### config.mk
export PLATFORM = sky130hd
export DESIGN_NAME = ca_upsampler_mc
export DESIGN_NICKNAME = d
export VERILOG_FILES = /design/src/rtl/ca_upsampler_pkg.sv /design/src/rtl/ca_generator_sw.sv /design/src/rtl/ca_upsampler_mc.sv
export SDC_FILE = /design/constraint.sdc
export NUM_CORES = 1
export LEC_CHECK = 0
export CAP_MARGIN = 20
export CORE_UTILIZATION = 63
export DETAILED_ROUTE_END_ITERATION = 7
export PLACE_DENSITY = 0.9
export SLEW_MARGIN = 10
export SYNTH_ARGS = -nofsm -noshare
export SYNTH_HDL_FRONTEND = slang
export SYNTH_SLANG_ARGS = --single-unit
### constraint.sdc
create_clock -name clk -period 9.5 [get_ports clk]
set_clock_uncertainty 0.15 [all_clocks]
set_input_delay 2.85 -clock clk [delete_from_list [all_inputs] [get_ports clk]]
set_output_delay 2.85 -clock clk [all_outputs]
set_load 0.01 [all_outputs]
### src/rtl/ca_upsampler_pkg.sv
// Shared ca_upsampler header: code constants, default widths and
// the PRN-to-G2 phase-select tap table.
package ca_upsampler_pkg;

    localparam int DEF_NUM_CHANNELS    = 8;
    localparam int DEF_ACC_WIDTH       = 25;
    localparam int DEF_PHASE_INC_WIDTH = 25;
    localparam int DEF_HIST_WIDTH      = 2;

    localparam int PRN_W  = 5;
    localparam int SLEW_W = 11;
    localparam int CHIP_W = 10;

    // Nominal chip rate: one chip every four samples at zero Doppler.
    localparam int unsigned CA_RATE_INC = 32'd8388608;

    localparam logic [CHIP_W-1:0] MAX_CODE_SHIFT = 10'd1022;

    // {tap_a, tap_b} G2 stages per PRN 1..32; PRN 32 is encoded as 0.
    localparam logic [7:0] G2_TAPS [32] = '{
        8'h26, 8'h37, 8'h48, 8'h59, 8'h19, 8'h2A, 8'h18, 8'h29,
        8'h3A, 8'h23, 8'h34, 8'h56, 8'h67, 8'h78, 8'h89, 8'h9A,
        8'h14, 8'h25, 8'h36, 8'h47, 8'h58, 8'h69, 8'h13, 8'h46,
        8'h57, 8'h68, 8'h79, 8'h8A, 8'h16, 8'h27, 8'h38, 8'h49
    };

    function automatic logic [7:0] g2_taps(input logic [PRN_W-1:0] prn);
        logic [PRN_W-1:0] idx;
        idx = prn - 5'd1;
        return G2_TAPS[idx];
    endfunction

endpackage

### src/rtl/ca_generator_sw.sv
// Stateless single-chip GPS C/A step: emits the chip of the given
// G1/G2 state and the state one chip later.
module ca_generator_sw
    import ca_upsampler_pkg::*;
(
    input  logic [10:1]      g1,
    input  logic [10:1]      g2,
    input  logic [PRN_W-1:0] prn,
    output logic [10:1]      g1_next,
    output logic [10:1]      g2_next,
    output logic             chip
);

    logic [7:0] taps;
    logic [3:0] sel_a;
    logic [3:0] sel_b;

    always_comb begin
        taps    = g2_taps(prn);
        sel_a   = taps[7:4];
        sel_b   = taps[3:0];
        chip    = g1[10] ^ g2[sel_a] ^ g2[sel_b];
        g1_next = {g1[9:1], g1[3] ^ g1[10]};
        g2_next = {g2[9:1],
                   g2[2] ^ g2[3] ^ g2[6] ^ g2[8] ^ g2[9] ^ g2[10]};
    end

endmodule

### src/rtl/ca_upsampler_mc.sv
// Multi-channel C/A code upsampler: per-channel code NCO, slew and
// early/prompt/late history, two-cycle fixed-latency pipeline.
module ca_upsampler_mc
    import ca_upsampler_pkg::*;
#(
    parameter int NUM_CHANNELS       = DEF_NUM_CHANNELS,
    parameter int CA_ACC_WIDTH       = DEF_ACC_WIDTH,
    parameter int CA_PHASE_INC_WIDTH = DEF_PHASE_INC_WIDTH,
    parameter int CHIP_HIST_WIDTH    = DEF_HIST_WIDTH,
    localparam int CH_W = (NUM_CHANNELS > 1) ? $clog2(NUM_CHANNELS) : 1
) (
    input  logic                          clk,
    input  logic                          reset,
    input  logic                          in_valid,
    input  logic [CH_W-1:0]               in_chan,
    input  logic [PRN_W-1:0]              in_prn,
    input  logic [CA_PHASE_INC_WIDTH-1:0] in_dphi,
    input  logic                          init_req,
    input  logic [CH_W-1:0]               init_chan,
    input  logic                          slew_req,
    input  logic [CH_W-1:0]               slew_chan,
    input  logic [SLEW_W-1:0]             slew_chips,
    output logic                          out_valid,
    output logic [CH_W-1:0]               out_chan,
    output logic                          out_early,
    output logic                          out_prompt,
    output logic                          out_late,
    output logic                          out_ca_clk,
    output logic                          out_epoch
);

    localparam int AW    = CA_ACC_WIDTH;
    localparam int HW    = CHIP_HIST_WIDTH;
    localparam int MW    = (AW > CA_PHASE_INC_WIDTH) ? AW : CA_PHASE_INC_WIDTH;
    localparam int SUM_W = MW + 2;
    localparam logic [AW-1:0] RATE = AW'(CA_RATE_INC);
    localparam logic [CH_W:0] NCH  = (CH_W + 1)'(NUM_CHANNELS);

    logic [AW-1:0]     acc_q   [NUM_CHANNELS];
    logic [10:1]       g1_q    [NUM_CHANNELS];
    logic [10:1]       g2_q    [NUM_CHANNELS];
    logic [CHIP_W-1:0] chip_q  [NUM_CHANNELS];
    logic [HW-1:0]     ph_q    [NUM_CHANNELS];
    logic [HW-1:0]     lh_q    [NUM_CHANNELS];
    logic [SLEW_W-1:0] slew_q  [NUM_CHANNELS];
    logic              early_q [NUM_CHANNELS];

    logic                          s1_valid;
    logic [CH_W-1:0]               s1_chan;
    logic [PRN_W-1:0]              s1_prn;
    logic [CA_PHASE_INC_WIDTH-1:0] s1_dphi;

    logic              in_ok;
    logic              in_drop;
    logic [SUM_W-1:0]  sum;
    logic              tick;
    logic              advance;
    logic              held;
    logic              epoch;
    logic              early_n;
    logic [AW-1:0]     acc_n;
    logic [10:1]       g1_n;
    logic [10:1]       g2_n;
    logic [CHIP_W-1:0] chip_n;
    logic [SLEW_W-1:0] slew_n;
    logic [HW-1:0]     ph_n;
    logic [HW-1:0]     lh_n;
    logic [10:1]       gen_g1;
    logic [10:1]       gen_g2;
    logic              gen_chip;

    assign in_ok   = in_valid && ({1'b0, in_chan} < NCH);
    assign in_drop = init_req && (init_chan == in_chan);

    ca_generator_sw u_gen (
        .g1      (g1_q[s1_chan]),
        .g2      (g2_q[s1_chan]),
        .prn     (s1_prn),
        .g1_next (gen_g1),
        .g2_next (gen_g2),
        .chip    (gen_chip)
    );

    // State is written back on the same edge that registers the result,
    // so a request one cycle behind already reads the updated channel.
    always_comb begin
        sum     = SUM_W'(acc_q[s1_chan]) + SUM_W'(RATE) + SUM_W'(s1_dphi);
        tick    = |sum[SUM_W-1:AW];
        acc_n   = sum[AW-1:0];
        advance = tick && (slew_q[s1_chan] == '0);
        held    = tick && (slew_q[s1_chan] != '0);
        epoch   = advance && (chip_q[s1_chan] == MAX_CODE_SHIFT);
        g1_n    = advance ? gen_g1 : g1_q[s1_chan];
        g2_n    = advance ? gen_g2 : g2_q[s1_chan];
        early_n = advance ? gen_chip : early_q[s1_chan];
        chip_n  = chip_q[s1_chan];
        if (advance)
            chip_n = epoch ? '0 : chip_q[s1_chan] + 1'b1;
        slew_n  = held ? slew_q[s1_chan] - 1'b1 : slew_q[s1_chan];
        ph_n    = (ph_q[s1_chan] << 1) | HW'(early_n);
        lh_n    = (lh_q[s1_chan] << 1) | HW'(ph_q[s1_chan][HW-1]);
    end

    always_ff @(posedge clk) begin
        if (!reset) begin
            s1_valid   <= 1'b0;
            s1_chan    <= '0;
            s1_prn     <= '0;
            s1_dphi    <= '0;
            out_valid  <= 1'b0;
            out_chan   <= '0;
            out_early  <= 1'b0;
            out_prompt <= 1'b0;
            out_late   <= 1'b0;
            out_ca_clk <= 1'b0;
            out_epoch  <= 1'b0;
        end else begin
            s1_valid   <= in_ok && !in_drop;
            s1_chan    <= in_chan;
            s1_prn     <= in_prn;
            s1_dphi    <= in_dphi;
            out_valid  <= s1_valid;
            out_chan   <= s1_valid ? s1_chan : '0;
            out_early  <= s1_valid && early_n;
            out_prompt <= s1_valid && ph_q[s1_chan][HW-1];
            out_late   <= s1_valid && lh_q[s1_chan][HW-1];
            out_ca_clk <= s1_valid && tick;
            out_epoch  <= s1_valid && epoch;
        end
    end

    always_ff @(posedge clk) begin
        for (int i = 0; i < NUM_CHANNELS; i++) begin
            if (!reset || (init_req && init_chan == CH_W'(i))) begin
                acc_q[i]   <= '0;
                g1_q[i]    <= 10'h3FF;
                g2_q[i]    <= 10'h3FF;
                chip_q[i]  <= '0;
                ph_q[i]    <= '0;
                lh_q[i]    <= '0;
                slew_q[i]  <= '0;
                early_q[i] <= 1'b0;
            end else begin
                if (s1_valid && s1_chan == CH_W'(i)) begin
                    acc_q[i]   <= acc_n;
                    g1_q[i]    <= g1_n;
                    g2_q[i]    <= g2_n;
                    chip_q[i]  <= chip_n;
                    ph_q[i]    <= ph_n;
                    lh_q[i]    <= lh_n;
                    slew_q[i]  <= slew_n;
                    early_q[i] <= early_n;
                end
                if (slew_req && slew_chan == CH_W'(i))
                    slew_q[i] <= slew_chips;
            end
        end
    end

endmodule

==> impl_metrics.yaml, run 1 <==
detailed_routing:
  routed_len_inst_um: 28.0
  dr_total_vias: 19800
  routed_wirelength_mm: 78.6
  final_antenna_net_count: 0
  post-route-drc-count: 5
  drtPass1Iterations: 8
  drtIter0Drc: 3133
  post_drt_via_cell_ratio: 7.03
sta:
  slew_headroom_pct: 20.8
  hold_ws_ps: 576
  grt_setup_unrepaired: "no"
  final.min_clock_period_ps: 6960
  final_setup_violation_count: 0
  timing_hold_violations_final: 0
  max_freq_mhz: 144
  worst_slew_pin_slew_ps: 1190
  final_max_slew_viol_count: 0
  min_period_over_period_pct: 73.2
  setup-tns-final_ps: 0
cts:
  cts.hold.buffers_added: 0
  cts-root-to-sink-buffers: 3
  clk_pin_slew_worst_paths_ps: 60
  h-tree-depth: 2
  cts_inserted_buffers: 58
  clock_tree.root_cell: "sky130_fd_sc_hd__clkbuf_16"
  cts_repair_resize_count: 0
  tritoncts: "done"
  post_cts.repair.setup_buffers: 0
  clock-sinks: 610
  clock_latency_ps: 630
critical_path:
  worstSetupEndpointType: "flip-flop"
  crit_path_cell_trace: "buf_12 > mux4_2 > mux2_2 > ha_1 > ha_1 > a21o_1 > a21o_1 > a21o_1 > a21oi_1 > a2bb2oi_1 > nand3b_1 > a21oi_4 > buf_4 > and2_1 > buf_4 > nor3_1"
  crit_family: "buffers and inverters"
  worstSetupStartpointType: "flip-flop"
  setup.reg_to_reg.worst_slack_ps: 2540
  critical_path_class: "reg2reg"
  cp_num_buf_inv: 3
  slowest_stage: "sky130_fd_sc_hd__dfxtp_4"
  endpoint_required_time_on_the_critical_path_ps: 9690
  timing.critical_path.slowest_cell_delay_ps: 960
  critical_path_peak_fanout: 81
  worst_endpoint_data_arrival_time_ps: 7140
  cpMostUsedCell: "sky130_fd_sc_hd__a21o_1"
logic_synthesis:
  number_of_synthesized_flops_with_an_enable_pin: 567
  yosys.cell_types.count: 67
  syn_nets: 2261
  synth-main-ff-cell: "sky130_fd_sc_hd__edfxtp_1"
  mappedNetlistArea_sq_um: 29400
  async_flop_share_pct: 0
  synth.yosys.warnings: 0
  seq_area_frac_synth_pct: 60.9
  ys_seq_elements: 610
  cells_after_synth: 2147
  post_synth.cell_area_avg_sq_um: 13.7
floorplanning:
  die-area_sq_um: 47500
  floorplan.rows: 78
  die-width_um: 218
  area_of_the_core_sq_um: 45700
  start_util_pct: 64.3
  ios: 64
  die_h_um: 218
pwr:
  power_leakage_nw: 10.9
  p_per_area_nw_per_um2: 195
  vdd_drop_max_mv: 0.151
cells_and_area:
  final_net_count: 2272
  post_route_cells_drive_above_1_share_pct: 16.6
  fin_cells: 2809
  layout-area-overhead-vs-synth_pct: 11.0
run_status:
  violations: "DRC"
  outcome: "complete, but fails checks"
placed_design:
  port_buffers: 63
  placed_cells: 2690
  hpwl_mm: 41.2
  gpl.final_weighted_congestion: 0.898
global_route:
  track_usage_pct: 33.3
  first_global_vias: 20400
  grt_max_degree: 119
  first_pass_grt_wire_length_mm: 117
  grt_antenna_before_repair: 1
  overflow: 0
worst_hold_path:
  hp-class: "reg2reg"
flow_run:
  maxCapViolations: 0
==> where the power goes <==
part	total (mW)	switching (mW)	internal [mW]
sequential	3.09	0.0543	3.04
clock	2.53	1.05	1.49
combinational	0.743	0.485	0.258
==> sequential cells by signal (all words and copies together) (netlist names) <==
| signal | count |
|---|---|
| acc_q | 200 |
| chip_q | 80 |
| early_q | 7 |
| g1_q | 80 |
| g2_q | 80 |
| lh_q | 16 |
| out_ca_clk | 1 |
| out_chan | 3 |
| out_early | 1 |
| out_epoch | 1 |
| out_late | 1 |
| out_prompt | 1 |
| out_valid | 1 |
| ph_q | 16 |
| s1_chan | 3 |
| s1_dphi | 25 |
| s1_prn | 5 |
| s1_valid | 1 |
| slew_q | 88 |
==> cell type report <==
cell class / count / area (sq um)
clock buffer: 73 / 1550
sequential: 610 / 17900
fill: 2588 / 13100
clock inverter: 37 / 517
timing repair buffer: 98 / 953
multi-input combinational: 1370 / 10900
tap: 600 / 751
inverter: 20 / 75.1
antenna: 1 / 2.50
==> worst register-to-register path: cells and delay by family, from the launching register on <==
| family | cells | cell delay, ps |
|---|---|---|
| DFF | 1 | 960 |
| muxes | 2 | 1070 |
| AOI/OAI and AO/OA | 6 | 1380 |
| buffers and inverters | 3 | 1520 |
| adders and majority gates | 2 | 650 |
| and+or+nand+nor | 3 | 920 |
==> metal layers <==
metal  global-route usage, %  wire length, um  share of wire (%)
met5                   0.729               47              0.060
met4                    18.6             3690                4.7
met3                    6.96            10100                 13
met2                    54.5            38700                 49
met1                    41.3            26000                 33
==> kinds of logic after synthesis <==
group | after synthesis | share of synthesized area [%]
and+or+nand+nor | 749 | 11.5
DFF | 610 | 60.9
AOI/OAI and AO/OA | 275 | 6.62
muxes | 237 | 14.4
buffers and inverters | 167 | 2.41
adders and majority gates | 59 | 2.54
xor gates and xnor gates | 50 | 1.68
==> placed cells by master (no fill, tap or decap), types with 10 or more instances in the layout <==
cell / n
sky130_fd_sc_hd__buf_4: 29
sky130_fd_sc_hd__o21ai_0: 53
sky130_fd_sc_hd__bufinv_16: 12
sky130_fd_sc_hd__xnor2_1: 24
sky130_fd_sc_hd__mux2_2: 43
sky130_fd_sc_hd__a21o_1: 25
sky130_fd_sc_hd__clkinv_2: 10
sky130_fd_sc_hd__ha_1: 58
sky130_fd_sc_hd__nor3_1: 53
sky130_fd_sc_hd__clkbuf_1: 11
sky130_fd_sc_hd__xor2_1: 20
sky130_fd_sc_hd__nor2_1: 256
sky130_fd_sc_hd__nand3_1: 21
sky130_fd_sc_hd__mux2i_1: 51
sky130_fd_sc_hd__and2_1: 63
sky130_fd_sc_hd__mux4_2: 143
sky130_fd_sc_hd__nand2_1: 252
sky130_fd_sc_hd__inv_1: 18
sky130_fd_sc_hd__or3_1: 12
sky130_fd_sc_hd__nand2b_1: 20
sky130_fd_sc_hd__nor2b_1: 10
sky130_fd_sc_hd__clkdlybuf4s50_1: 62
sky130_fd_sc_hd__edfxtp_1: 567
sky130_fd_sc_hd__dfxtp_1: 40
sky130_fd_sc_hd__a22o_1: 73
sky130_fd_sc_hd__clkbuf_16: 58
sky130_fd_sc_hd__a211oi_1: 24
sky130_fd_sc_hd__a21oi_1: 39
==> final timing paths <==
kind / from / end / cells past startpoint
setup / recovery: s1_chan[0] / chip_q[4][7] / 16
hold / removal: lh_q[7][1] / out_late / 3
setup reg to reg: s1_chan[0] / chip_q[4][7] / 16
hold reg to reg: lh_q[7][1] / out_late / 3
==> Yosys cell counts, types with 8 or more instances <==
master / number / area, sq um
sky130_fd_sc_hd__nor2b_1: 12 / 75.1
sky130_fd_sc_hd__mux4_2: 143 / 3220
sky130_fd_sc_hd__o311ai_0: 9 / 78.8
sky130_fd_sc_hd__edfxtp_1: 567 / 17000
sky130_fd_sc_hd__and2_1: 63 / 394
sky130_fd_sc_hd__buf_1: 29 / 109
sky130_fd_sc_hd__nand2_1: 254 / 953
sky130_fd_sc_hd__mux2i_1: 51 / 510
sky130_fd_sc_hd__dfxtp_1: 43 / 861
sky130_fd_sc_hd__a22o_1: 73 / 639
sky130_fd_sc_hd__nand2b_1: 26 / 163
sky130_fd_sc_hd__nor3_2: 9 / 90.1
sky130_fd_sc_hd__or3_1: 12 / 75.1
sky130_fd_sc_hd__o21ai_0: 53 / 265
sky130_fd_sc_hd__a21o_1: 25 / 188
sky130_fd_sc_hd__nand3_1: 21 / 105
sky130_fd_sc_hd__a211oi_1: 25 / 188
sky130_fd_sc_hd__ha_1: 58 / 726
sky130_fd_sc_hd__o21ai_1: 9 / 45.0
sky130_fd_sc_hd__a21oi_1: 40 / 200
sky130_fd_sc_hd__xor2_1: 20 / 175
sky130_fd_sc_hd__mux2_2: 43 / 484
sky130_fd_sc_hd__and3_1: 9 / 56.3
sky130_fd_sc_hd__buf_2: 32 / 160
sky130_fd_sc_hd__inv_1: 18 / 67.6
sky130_fd_sc_hd__or2_2: 8 / 50.1
sky130_fd_sc_hd__xnor2_1: 24 / 210
sky130_fd_sc_hd__nor2_1: 262 / 983
sky130_fd_sc_hd__nor3_1: 53 / 265
sky130_fd_sc_hd__clkbuf_1: 78 / 293
==> through the flow <==
stage	setup WS [ps]	util, %	total power, mW	instance area [sq um]
after floorplan	2750	-	3.63	29400
after global placement	2950	66.7	3.81	30400
after detailed placement	2720	66.7	3.85	30500
after CTS	2680	71.2	6.34	32500
after global routing	2160	71.4	6.51	32600
final	2540	71.4	6.37	32600
(Power assumes the default switching activity.)
==> run 2, diff against run 1 <==
Clock period 9.5 ns to 7.3 ns, I/O delays scaled along.
==> impl_metrics.yaml, run 2 (synthesis results as in run 1) <==
cells_and_area:
  ff_latch_area_sq_um: 17900
  top_library_cells_by_usage_in_the_layout_fill_and_taps_aside: "sky130_fd_sc_hd__edfxtp_1, sky130_fd_sc_hd__nor2_1, sky130_fd_sc_hd__nand2_1"
  regMostFlops: "acc_q"
  multi_input_comb_area_sq_um: 10900
  post_route_cells_drive_above_1_share_pct: 16.3
  fin_cells: 2810
  layout-area-overhead-vs-synth_pct: 10.7
  layout.filler_cells: 2624
  mostFrequentLayoutCell: "sky130_fd_sc_hd__edfxtp_1"
  postLayoutCellArea_sq_um: 32500
  number_of_flip_flops_in_the_largest_register: 200
  final_net_count: 2276
  largestRegisters: "acc_q x200, slew_q x88"
critical_path:
  rr_startpoint: "s1_chan[0]"
  crit_path_start: "s1_chan[0]"
  r2r-end: "g2_q[0][1]"
  endpoint_required_time_on_the_critical_path_ps: 7480
  critical_path_class: "reg2reg"
  rr_worst_depth: 14
  setup.reg_to_reg.worst_slack_ps: 940
  crit_path_end: "g2_q[0][1]"
  worstSetupStartpointType: "flip-flop"
  worstSetupEndpointType: "flip-flop"
  worst_endpoint_data_arrival_time_ps: 6540
  critical_path_peak_fanout: 27
cts:
  tritoncts: "done"
  clock-sinks: 610
  clock_latency_ps: 630
  cts-root-to-sink-buffers: 3
  clk_pin_slew_worst_paths_ps: 70
  h-tree-depth: 2
  cts.hold.buffers_added: 0
  cts_repair_resize_count: 0
  cts_inserted_buffers: 60
  post_cts.repair.setup_buffers: 0
  clock_tree.root_cell: "sky130_fd_sc_hd__clkbuf_16"
global_route:
  first_pass_grt_wire_length_mm: 118
  first_global_vias: 20700
  track_usage_pct: 33.4
  grt_antenna_before_repair: 0
  overflow: 0
  grt_max_degree: 81
floorplanning:
  area_of_the_core_sq_um: 45700
  die-area_sq_um: 47500
  start_util_pct: 64.3
  ios: 64
  die_h_um: 218
  die-width_um: 218
  floorplan.rows: 78
detailed_routing:
  post_drt_via_cell_ratio: 7.07
  drtIter0Drc: 3414
  routed_len_inst_um: 28.1
  post-route-drc-count: 3
  drtPass1Iterations: 8
  routed_wirelength_mm: 79.1
  final_antenna_net_count: 0
  dr_total_vias: 19900
sta:
  final_setup_violation_count: 0
  min_period_over_period_pct: 87.1
  timing_hold_violations_final: 0
  slew_headroom_pct: 14.5
  hold_ws_ps: 550
  min_setup_slack_post_route_ps: 940
  worst_slew_pin_slew_ps: 1280
  final_max_slew_viol_count: 0
  final.min_clock_period_ps: 6360
  setup-tns-final_ps: 0
  max_freq_mhz: 157
  grt_setup_unrepaired: "no"
worst_hold_path:
  hp-class: "reg2reg"
  number_of_cells_on_the_worst_hold_path: 3
run_status:
  violations: "DRC"
  outcome: "complete, but fails checks"
pwr:
  power_leakage_nw: 10.9
  vdd_drop_max_mv: 0.241
  p_per_area_nw_per_um2: 251
placed_design:
  place_worst_setup_slack_ps: 1160
  port_buffers: 63
  placed_cells: 2698
  hpwl_mm: 43.7
  gpl.final_weighted_congestion: 0.884
  post_dp_cell_area_sq_um: 30500
flow_run:
  maxCapViolations: 0
## run 2: changes by cell type in the layout (fill, tap and decap cells not counted), sizes merged
| cell | before | now |
|---|---|---|
| buf | 36 | 38 |
| clkinv | 21 | 19 |
| inv | 22 | 19 |
| bufinv | 12 | 9 |
| clkbuf | 73 | 78 |
| clkinvlp | 2 | 4 |
## run 2: power breakdown
part / internal, mW / switching (mW) / leakage, nW
clock network: 1.85 / 1.33 / 0.957
logic: 0.333 / 0.636 / 4.18
registers: 3.96 / 0.0606 / 5.72
## run 2: stage by stage
stage / utilization [%] / power [mW]
6_report: 71.2 / 8.17
3_5_place_dp: 66.8 / 5.01
3_3_place_gp: 66.8 / 4.96
4_1_cts: 71.1 / 8.13
2_1_floorplan: - / 4.72
5_1_grt: 71.2 / 8.33
## run 2: final cells by class
cell class	count	area share, %
Sequential cell	610	55.0
Multi-Input combinational cell	1370	33.4
Clock buffer	78	4.92
Timing Repair Buffer	100	2.87
Tap cell	600	2.31
Clock inverter	31	1.18
Inverter	20	0.231
Antenna cell	1	0.00770
## run 2: worst min-delay path by stage
stage                    start     endpoint  slack [ps]
finish              lh_q[1][1]     out_late         550
global route        s1_chan[1]  out_chan[1]         560
CTS                 s1_chan[1]  out_chan[1]         550
detailed placement  s1_chan[1]  out_chan[1]         530
global placement    s1_chan[1]  out_chan[1]         530
floorplan             s1_valid  out_chan[1]         500
## run 2: worst max-delay path, stage by stage (launching register included)
cell and delay, ps:
sky130_fd_sc_hd__dfxtp_4 710, sky130_fd_sc_hd__mux4_2 570, sky130_fd_sc_hd__mux2_2 280, sky130_fd_sc_hd__ha_1 280, sky130_fd_sc_hd__ha_1 230, sky130_fd_sc_hd__fa_1 470
sky130_fd_sc_hd__a21o_1 180, sky130_fd_sc_hd__a21oi_1 290, sky130_fd_sc_hd__o31ai_1 210, sky130_fd_sc_hd__o211ai_1 320, sky130_fd_sc_hd__nand4b_1 160, sky130_fd_sc_hd__nand3b_1 550
sky130_fd_sc_hd__a21o_1 660, sky130_fd_sc_hd__mux2i_1 750, sky130_fd_sc_hd__nand2_1 220
## run 2: routing by layer
metal	global-route usage, %	share of wire, %
met1	40.4	32
met2	55.4	49
met3	8.49	14
met4	17.7	5.3
met5	0	0
==> RTL change, RTL diff (flow settings as in run 1) <==
The package constant `DEF_PHASE_INC_WIDTH` goes from 25 to 33.
--- a/src/rtl/ca_upsampler_pkg.sv
+++ b/src/rtl/ca_upsampler_pkg.sv
@@ -5,5 +5,5 @@
     localparam int DEF_NUM_CHANNELS    = 8;
     localparam int DEF_ACC_WIDTH       = 25;
-    localparam int DEF_PHASE_INC_WIDTH = 25;
+    localparam int DEF_PHASE_INC_WIDTH = 33;
     localparam int DEF_HIST_WIDTH      = 2;
 
Interface: changed (resized in_dphi); port bits go from 64 to 72. The function was not compared with the original's and may differ.
==> RTL change against run 1 <==
The flow still finishes with violations (DRC); routed wire length rose by 2.4%; synthesized cell count increased by 7.1%; worst setup slack worse by 370 ps; design area grew 1.2%; total power down 2.0%; area after synthesis up 2.2%; sequential cell count grew 8; critical path type unchanged; critical endpoint is now chip_q[4][1]$_SDFFCE_PN0P_; largest cell class unchanged; largest power group unchanged.
==> RTL change: results (changes against run 1) <==
* Status: finished with violations (unchanged)
* Failing checks: DRC (unchanged)
* RD Place Congestion at 0.910 (was 0.898)
* FILL cells at 2,799 (was 2,588)
* DR WL/cell at 27.2 um (was 28.0 um)
* Residual DRC at 4 (was 5)
* Starting Density at 64.2% (was 64.3%)
* Crit path max-delay family: compound AO/OA/AOI/OAI gates (was buffers and inverters)
* Xor and xnor area share after synthesis at 1.50% (was 1.68%)
* Antenna diodes at 0 (was 1)
* List of most frequent post-synthesis cells: edfxtp_1, nand2_1, nor2_1, mux4_2, and2_1 (was edfxtp_1, nor2_1, nand2_1, mux4_2, clkbuf_1)
* Met3 wire length at 10.7 mm (was 10.1 mm)
* GRT Util Overall at 33.5% (was 33.3%)
* Post-synthesis adder-cell area fraction at 2.53% (was 2.54%)
* Clk_lat worst skew at 650 ps (was 630 ps)
* CP peak stage delay at 930 ps (was 960 ps)
* DR top layer: met4 (was met5)
* Number of DRC markers in iteration 0 at 3,115 (was 3,133)
* Synth cell types at 84 (was 67)
* Sequential fraction of the synthesis area at 60.1% (was 60.9%)
* Post-synthesis mux area share at 13.4% (was 14.4%)
* Min-Delay Startpoint: lh_q[5][1]$_SDFFCE_PN0P_ (was lh_q[7][1]$_SDFFCE_PN0P_)
* Power density over the cells at 189 nW/um^2 (was 195 nW/um^2)
* Port Buffers at 71 (was 63)
* Worst EP arrival at 7520 ps (was 7140 ps)
* Post-synthesis compound-gate area fraction at 6.55% (was 6.62%)
* FF-to-FF path depth at 17 (was 16)
* CP Max Fanout at 57 (was 81)
* Worst reg2reg endpoint: chip_q[4][1]$_SDFFCE_PN0P_ (was chip_q[4][7]$_SDFFCE_PN0P_)
* Total CTS buffers at 59 (was 58)
* M1 wire length at 26.4 mm (was 26.0 mm)
* Main area contributors after synthesis: edfxtp_1, mux4_2, nand2_1, nor2_1, dfxtp_1 (was edfxtp_1, mux4_2, nor2_1, nand2_1, dfxtp_1)
* Layout cells sized above 1 at 13.9% (was 16.6%)
* Static leakage at 0.0112 uW (was 0.0109 uW)
-- RTL change: changes by cell type after synthesis, moves of 19 or more --
| cell | change |
|---|---|
| nor3_1 | -42 |
| nor2_1 | +61 |
| clkbuf_1 | +19 |
| mux2_2 | -24 |
| a211oi_1 | -22 |
| nand2_1 | +111 |
| and2_1 | +36 |
-- RTL change: logic make-up after synthesis --
family          count (synthesis)
buf+inv                       180
fa+ha+maj                      60
simple gates                  905
mux                           218
flops                         618
compound gates                271
xor+xnor                       47
-- RTL change: worst max path at each step --
stage,start,to,slack [ps]
floorplan,s1_chan[0]$_SDFF_PN0_,chip_q[4][3]$_SDFFCE_PN0P_,2750
global placement,s1_chan[0]$_SDFF_PN0_,chip_q[4][1]$_SDFFCE_PN0P_,2520
detailed placement,s1_chan[0]$_SDFF_PN0_,chip_q[5][1]$_SDFFCE_PN0P_,2380
CTS,s1_chan[0]$_SDFF_PN0_,chip_q[4][1]$_SDFFCE_PN0P_,2340
global route,s1_chan[0]$_SDFF_PN0_,g2_q[6][9]$_SDFFCE_PN1P_,1870
finish,s1_chan[0]$_SDFF_PN0_,chip_q[4][1]$_SDFFCE_PN0P_,2170
-- RTL change: worst register-to-register path, cell delays in order (launching register included) --
cell and delay [ps]:
dfxtp_4 930, buf_12 520, mux4_2 630, nand2_1 80
nand2_1 70, ha_1 270, ha_1 390, a21oi_1 280
o21bai_1 90, a21o_1 180, a211oi_1 710, o31ai_1 250
o31a_1 330, nand4_1 210, buf_4 350, o21a_2 870
mux2i_1 610, nor2_1 110
-- RTL change: layer usage --
layer	vias to the layer above	GRT usage (%)
met5	-	0
met4	0	17.0
met3	373	8.33
met2	1718	55.2
met1	9847	41.2
li1	8506	-
-- RTL change: layout make-up --
type / count / area (sq um) / area share (%)
clock inverters: 31 / 295 / 0.895
inverters: 21 / 78.8 / 0.239
repair buffers: 104 / 990 / 3.00
clock buffers: 78 / 1580 / 4.78
well taps: 607 / 759 / 2.30
multi-input cells: 1501 / 11300 / 34.1
flip-flops and latches: 618 / 18100 / 54.7
-- RTL change: power breakdown --
| part | switching, uW | leakage [uW] | total (uW) | internal, uW |
|---|---|---|---|---|
| sequential | 56.5 | 0.00579 | 3130 | 3080 |
| clock | 1030 | 0.000920 | 2340 | 1300 |
| combinational | 505 | 0.00454 | 770 | 265 |
| total | 1600 | 0.0112 | 6240 | 4650 |
-- RTL change: metrics by stage --
step,instance area [sq um],setup WS [ps],hold slack (ps),instances
floorplan,30000,2750,397,2299
global placement,31100,2520,565,2848
detailed placement,31100,2380,575,2848
CTS,33000,2340,582,2957
global route,33000,1870,651,2960
finish,33000,2170,591,2960
